File: src/rtl/mem_port_arbiter.sv
`default_nettype none
// ============================================================================
//  Module   : mem_port_arbiter
//  Purpose  : Round-robin share of one external memory port between the
//             instruction-fetch refill path and the load/store unit, with
//             an in-order outstanding-read FIFO for response routing and
//             local execution of LS fences by draining outstanding reads.
//  Revision : 1.0  initial release
// ============================================================================
module mem_port_arbiter #(
    parameter int ADDR_W    = 15,
    parameter int DATA_W    = 16,
    parameter int TAG_W     = 4,
    parameter int MAX_OUTST = 4
) (
    input  logic              clk,
    input  logic              sync_rst,
    input  logic              clk_en,
    input  logic              if_req_valid,
    input  logic [ADDR_W-1:0] if_req_addr,
    output logic              if_req_ready,
    output logic              if_rsp_valid,
    output logic [DATA_W-1:0] if_rsp_data,
    input  logic              ls_req_valid,
    input  logic [1:0]        ls_req_mode,
    input  logic [ADDR_W-1:0] ls_req_addr,
    input  logic [1:0]        ls_req_mask,
    input  logic [DATA_W-1:0] ls_req_data,
    input  logic [TAG_W-1:0]  ls_req_tag,
    output logic              ls_req_ready,
    output logic              ls_rsp_valid,
    output logic [DATA_W-1:0] ls_rsp_data,
    output logic [TAG_W-1:0]  ls_rsp_tag,
    output logic              ls_fence_done,
    output logic              bus_req_valid,
    output logic              bus_req_write,
    output logic [ADDR_W-1:0] bus_req_addr,
    output logic [1:0]        bus_req_mask,
    output logic [DATA_W-1:0] bus_req_data,
    input  logic              bus_req_ready,
    input  logic              bus_rsp_valid,
    input  logic [DATA_W-1:0] bus_rsp_data,
    output logic              idle,
    output logic              err
);

    localparam int                 c_PTR_W      = $clog2(MAX_OUTST);
    localparam int                 c_CNT_W      = c_PTR_W + 1;
    localparam logic [c_CNT_W-1:0] c_CNT_FULL   = c_CNT_W'(MAX_OUTST);
    localparam logic [c_CNT_W-1:0] c_CNT_ONE    = c_CNT_W'(1);
    localparam logic [c_CNT_W-1:0] c_CNT_ZERO   = '0;
    localparam logic [c_PTR_W-1:0] c_PTR_ONE    = c_PTR_W'(1);
    localparam logic [1:0]         c_MODE_READ  = 2'd0;
    localparam logic [1:0]         c_MODE_WRITE = 2'd1;
    localparam logic               c_SRC_IF     = 1'b0;
    localparam logic               c_SRC_LS     = 1'b1;

    typedef enum logic [1:0] {
        S_ARB   = 2'd0,
        S_DRAIN = 2'd1,
        S_DONE  = 2'd2
    } state_t;

    state_t             r_state;
    state_t             w_state_nxt;
    logic               r_prio;            // c_SRC_IF or c_SRC_LS holds priority
    logic [c_CNT_W-1:0] r_count;
    logic [c_PTR_W-1:0] r_wr_ptr;
    logic [c_PTR_W-1:0] r_rd_ptr;
    logic               r_fifo_src [MAX_OUTST];
    logic [TAG_W-1:0]   r_fifo_tag [MAX_OUTST];

    logic w_full;
    logic w_empty;
    logic w_if_elig;
    logic w_ls_elig;
    logic w_if_win;
    logic w_ls_win;
    logic w_push;
    logic w_pop;
    logic w_stray;
    logic w_head_src;

    assign w_full     = (r_count == c_CNT_FULL);
    assign w_empty    = (r_count == c_CNT_ZERO);
    assign w_head_src = r_fifo_src[r_rd_ptr];
    // Eligibility looks only at registered occupancy, so a pop this cycle
    // cannot open a slot for a grant in the same cycle.
    assign w_push     = if_req_ready || (ls_req_ready && (ls_req_mode == c_MODE_READ));
    assign w_pop      = bus_rsp_valid && !w_empty;
    assign w_stray    = bus_rsp_valid && w_empty;

    assign idle          = (r_state == S_ARB) && w_empty;
    assign ls_fence_done = (r_state == S_DONE);

    // Arbitration, bus request mux, readies and FSM next state.
    always_comb begin
        w_state_nxt   = r_state;
        w_if_elig     = 1'b0;
        w_ls_elig     = 1'b0;
        w_if_win      = 1'b0;
        w_ls_win      = 1'b0;
        if_req_ready  = 1'b0;
        ls_req_ready  = 1'b0;
        bus_req_valid = 1'b0;
        bus_req_write = 1'b0;
        bus_req_addr  = '0;
        bus_req_mask  = 2'b00;
        bus_req_data  = '0;
        case (r_state)
            S_ARB: begin
                w_if_elig = if_req_valid && !w_full;
                w_ls_elig = ls_req_valid && ((ls_req_mode != c_MODE_READ) || !w_full);
                if (w_if_elig && w_ls_elig) begin
                    w_if_win = (r_prio == c_SRC_IF);
                    w_ls_win = (r_prio == c_SRC_LS);
                end else begin
                    w_if_win = w_if_elig;
                    w_ls_win = w_ls_elig;
                end
                if (w_if_win) begin
                    bus_req_valid = clk_en;
                    bus_req_addr  = if_req_addr;
                    bus_req_mask  = 2'b11;
                    if_req_ready  = clk_en && bus_req_ready;
                end else if (w_ls_win) begin
                    if (ls_req_mode[1]) begin
                        // Fence: consumed locally, never reaches the bus.
                        ls_req_ready = clk_en;
                        w_state_nxt  = w_empty ? S_DONE : S_DRAIN;
                    end else begin
                        bus_req_valid = clk_en;
                        bus_req_write = (ls_req_mode == c_MODE_WRITE);
                        bus_req_addr  = ls_req_addr;
                        bus_req_mask  = ls_req_mask;
                        bus_req_data  = ls_req_data;
                        ls_req_ready  = clk_en && bus_req_ready;
                    end
                end
            end
            S_DRAIN: begin
                if (w_empty) begin
                    w_state_nxt = S_DONE;
                end
            end
            S_DONE: begin
                w_state_nxt = S_ARB;
            end
            default: begin
                w_state_nxt = S_ARB;
            end
        endcase
    end

    // FSM, priority pointer, FIFO pointers/count, response registers, err.
    always_ff @(posedge clk) begin
        if (sync_rst) begin
            r_state      <= S_ARB;
            r_prio       <= c_SRC_IF;
            r_count      <= '0;
            r_wr_ptr     <= '0;
            r_rd_ptr     <= '0;
            if_rsp_valid <= 1'b0;
            if_rsp_data  <= '0;
            ls_rsp_valid <= 1'b0;
            ls_rsp_data  <= '0;
            ls_rsp_tag   <= '0;
            err          <= 1'b0;
        end else if (clk_en) begin
            r_state <= w_state_nxt;
            if (if_req_ready) begin
                r_prio <= c_SRC_LS;
            end else if (ls_req_ready) begin
                r_prio <= c_SRC_IF;
            end
            if (w_push) begin
                r_wr_ptr <= r_wr_ptr + c_PTR_ONE;
            end
            if (w_pop) begin
                r_rd_ptr <= r_rd_ptr + c_PTR_ONE;
            end
            if (w_push && !w_pop) begin
                r_count <= r_count + c_CNT_ONE;
            end else if (!w_push && w_pop) begin
                r_count <= r_count - c_CNT_ONE;
            end
            if_rsp_valid <= w_pop && (w_head_src == c_SRC_IF);
            ls_rsp_valid <= w_pop && (w_head_src == c_SRC_LS);
            if (w_pop && (w_head_src == c_SRC_IF)) begin
                if_rsp_data <= bus_rsp_data;
            end
            if (w_pop && (w_head_src == c_SRC_LS)) begin
                ls_rsp_data <= bus_rsp_data;
                ls_rsp_tag  <= r_fifo_tag[r_rd_ptr];
            end
            if (w_stray) begin
                err <= 1'b1;
            end
        end
    end

    // FIFO storage: source and writeback tag of each transferred read.
    always_ff @(posedge clk) begin
        if (clk_en && w_push) begin
            r_fifo_src[r_wr_ptr] <= w_if_win ? c_SRC_IF : c_SRC_LS;
            r_fifo_tag[r_wr_ptr] <= w_if_win ? '0 : ls_req_tag;
        end
    end

endmodule
`default_nettype wire

File: config.mk
export PLATFORM = sky130hd
export DESIGN_NAME = mem_port_arbiter
export DESIGN_NICKNAME = d
export VERILOG_FILES = /design/src/rtl/mem_port_arbiter.sv
export SDC_FILE = /design/constraint.sdc
export NUM_CORES = 1
export LEC_CHECK = 0
export BUFFER_PORTS_ARGS = -buffer_cell sky130_fd_sc_hd__buf_2
export CAP_MARGIN = 5
export CORE_UTILIZATION = 45
export DETAILED_ROUTE_END_ITERATION = 16
export PLACE_DENSITY_LB_ADDON = 0.3
export SLEW_MARGIN = 20
export SYNTH_ARGS = -nofsm -noshare
export SYNTH_HDL_FRONTEND = slang
export SYNTH_SLANG_ARGS = --single-unit
File: constraint.sdc
create_clock -name clk -period 2.84 [get_ports clk]
set_input_delay 0.426 -clock clk [delete_from_list [all_inputs] [get_ports clk]]
set_output_delay 0.426 -clock clk [all_outputs]
set_load 0.005 [all_outputs]
==> flow_summary.toml <==
[run_status]
status = "completed"

[critical_path]
critical_path.top_delay_family = "simple AND/OR/NAND/NOR gates"
crit_arrival_ps = 2230
r2r_cells = 10
cp_slowest_cell = "or4b_4"
reg2reg_slack_ps = 610
worstReg2RegEnd = "r_count[2]"
cp-endpoint = "bus_req_addr[11]"
crit_fanout = 34
required_ps = 2410
path_cells = "or4b_4, o2111ai_2, and3b_2, a22o_1, buf_2"
reg2reg_from = "r_state[0]"
worstSetupPathType = "register to output pin"
setup.worst_path.end_class = "output pin"
crit_cells = 5
crit_start = "r_count[0]"
slowest_delay_ps = 580
critPathBufInv = 1
critPathLaunchType = "register"

[run]
cap_violations = 0

[cts]
clk_pin_slew_worst_paths_ps = 70
cts.sinks = 71
holdBufCountCts = 0
cts_setup_buffers = 0
clk_path_buf_depth = 2
cts_max_level = 3
cts_tree = "yes"
cts_buffers = 9
clock_latency_ps = 330
cts-root-buf = "clkbuf_8"

[layout]
nNetsFinal = 556
design_area_mm2 = 0.004113
syn2layout_area_growth_pct = 32.65
stdcell_count = 555
drive_gt1_share_pct = 38.70
antennaDiodeCount = 0
nFillCells = 556

[floorplanning]
die_height_um = 85.01
initial_utilization_pct = 47.74
rows = 29
io_pins = 155
core_area_mm2 = 0.006495
dieArea_mm2 = 0.007226
fp.dieW_um = 85.01

[timing]
finalClockSkew_ps = 5.832
slew_headroom_pct = 49.50
hold_viol = 0
finalWorstSetupSlack_ps = 179.5
finalWorstPathRequiredPeriod_ps = 2661
rsz0062_at_grt = "false"
hold-worst-slack_ps = 338.3
finalSetupViolations = 0
tightest_slew_ps = 757.5
slew_viol_final = 0
fin_tns_setup_ps = 0
fin_crit_sh_pct = 93.68
fmax_mhz = 375.9

[detailed_routing]
drt_iter0_markers = 83
drcViolationCount = 0
num_vias = 2770
drtAntennaViolNets = 0
via_per_inst = 4.991
dr.pass1.iters = 4
drt-total-wl_mm = 7.372
routedWlPerCell_um = 13.28

[grt]
grt_usage_pct = 21.15
grt_pass1_wl_mm = 11.90
antenna_found_initial = 0
grt_max_degree = 40
grt_pass1_vias = 2692
overflow = 0

[power]
combinationalPowerShare_pct = 16.7
p_int_mw = 1.778
seqPwrFrac_pct = 47.4
power_switching_mw = 0.5971
p_leak_nw = 1.888
p_sw_share_pct = 25.14
power.density_mw_per_mm2 = 577.4
clkPwrFrac_pct = 35.9
irDropWorstVdd_mv = 0.2478

[logic_synthesis]
synthCells = 325
ys_seq_area_share_pct = 52.30
yosysUniqueCellTypes = 36
yosysWarnings = 0
syn_area_mm2 = 0.003100
syn_nets = 408
synth-seq-cells = 71
synth_area_per_cell_um2 = 9.540

[placed_design]
port_buffers = 154
post-dp-hpwl_mm = 5.457
pre_cts_ws_ps = 287.8
dp_cells = 539
placedInstanceArea_mm2 = 0.003899
gp_congestion = 0.8031

[worst_hold_path]
hold_path.class = "input pin to register"
hold_path_depth = 3
==> flip-flops by register name, indices dropped and copies added (netlist names), named ones only <==
register,count
if_rsp_data,16
ls_rsp_data,16
r_fifo_tag,16
ls_rsp_tag,4
r_fifo_src,4
r_count,3
r_rd_ptr,2
r_state,2
r_wr_ptr,2
err,1
if_rsp_valid,1
ls_rsp_valid,1
r_prio,1
==> layer usage <==
metal	share of wire (%)	routed length, µm	up-vias	GRT usage, %
li1	-	-	1401	-
met1	41	3021	1240	24.86
met2	50	3685	122	36.80
met3	7.9	582	7	5.642
met4	1.1	83	0	8.320
met5	0	0	-	0
==> power by group through the flow <==
stage	Clock, mW	Sequential [mW]	Combinational, mW
after floorplan	0	1.14	0.242
after global placement	0	1.15	0.391
after detailed placement	0	1.15	0.399
after CTS	0.872	1.13	0.402
after global routing	0.918	1.13	0.449
final	0.854	1.12	0.397
==> cells in the mapped netlist <==
library cell / n / share of area (%)
o311a_1: 1 / 0.32
and2_1: 22 / 4.4
mux4_2: 5 / 3.6
xnor2_1: 3 / 0.85
nor2_1: 14 / 1.7
a21boi_0: 1 / 0.24
or4b_4: 1 / 0.44
inv_1: 6 / 0.73
clkbuf_1: 15 / 1.8
ha_1: 5 / 2.0
edfxtp_1: 20 / 19
xor2_1: 2 / 0.57
buf_2: 2 / 0.32
o21ai_0: 1 / 0.16
o32ai_1: 1 / 0.28
nor3b_2: 1 / 0.40
a22o_1: 15 / 4.2
dfxtp_1: 51 / 33
a21o_1: 2 / 0.48
a21oi_1: 42 / 6.8
o41ai_1: 1 / 0.28
o2111ai_2: 1 / 0.48
nor3_1: 6 / 0.97
nand2_1: 80 / 9.7
buf_6: 3 / 1.1
or3_1: 1 / 0.20
and3b_1: 1 / 0.28
mux2_2: 1 / 0.36
mux2i_1: 2 / 0.65
buf_1: 1 / 0.12
nor2b_1: 7 / 1.4
fa_1: 1 / 0.65
nand2b_1: 7 / 1.4
a31oi_1: 1 / 0.20
o21ba_2: 1 / 0.32
nand3_1: 1 / 0.16
==> how the worst min path moves through the flow <==
stage,start,endpoint,slack (ps)
5_1_grt,bus_rsp_data[7],if_rsp_data[7],320
6_report,bus_rsp_data[10],if_rsp_data[10],340
2_1_floorplan,if_rsp_data[0],if_rsp_data[0],450
4_1_cts,bus_rsp_data[4],if_rsp_data[4],320
3_3_place_gp,ls_rsp_data[15],ls_rsp_data[15],440
3_5_place_dp,if_rsp_data[9],if_rsp_data[9],450
==> repair_timing <==
item                                    CTS  global route
endpoints found under the setup margin   34             0
gates resized for setup                   1             0
endpoints found under the hold margin     0             0
==> worst min-delay path, delay by kind of cell <==
kind                   cells  cell delay (ps)
AOI/OAI and AO/OA          1               50
and+or+nand+nor            1               50
buffers and inverters      1              110
==> stage by stage <==
stage	power, mW	util, %
finish	2.375	63.32
floorplan	1.382	-
global placement	1.537	60.03
CTS	2.399	63.32
global route	2.499	63.32
detailed placement	1.548	60.03
==> final cells by class <==
cell class | instances | area (µm²) | area share [%]
Multi-Input combinational cell | 227 | 1359 | 33.04
Inverter | 6 | 22.52 | 0.5476
Sequential cell | 71 | 1622 | 39.43
Clock buffer | 10 | 127.6 | 3.103
Timing Repair Buffer | 158 | 800.8 | 19.47
Clock inverter | 6 | 85.08 | 2.069
Tap cell | 77 | 96.34 | 2.343
==> layout by cell type (no fill, tap or decap), drive strengths merged, types with 7 or more instances in the layout <==
cell and count:
dfxtp 51, nand2b 7, clkbuf 10, buf 158, nand2 80, and2 22
a21oi 42, a22o 15, edfxtp 20, nor2 14, nor2b 7
==> cell families after synthesis <==
logic type	count (synthesis)	synth area share (%)
buf+inv	27	4.076
compound gates	67	13.80
flops	71	52.30
fa+ha+maj	6	2.663
mux	8	4.641
simple gates	141	21.11
xor+xnor	5	1.413
(Power assumes the default switching activity.)
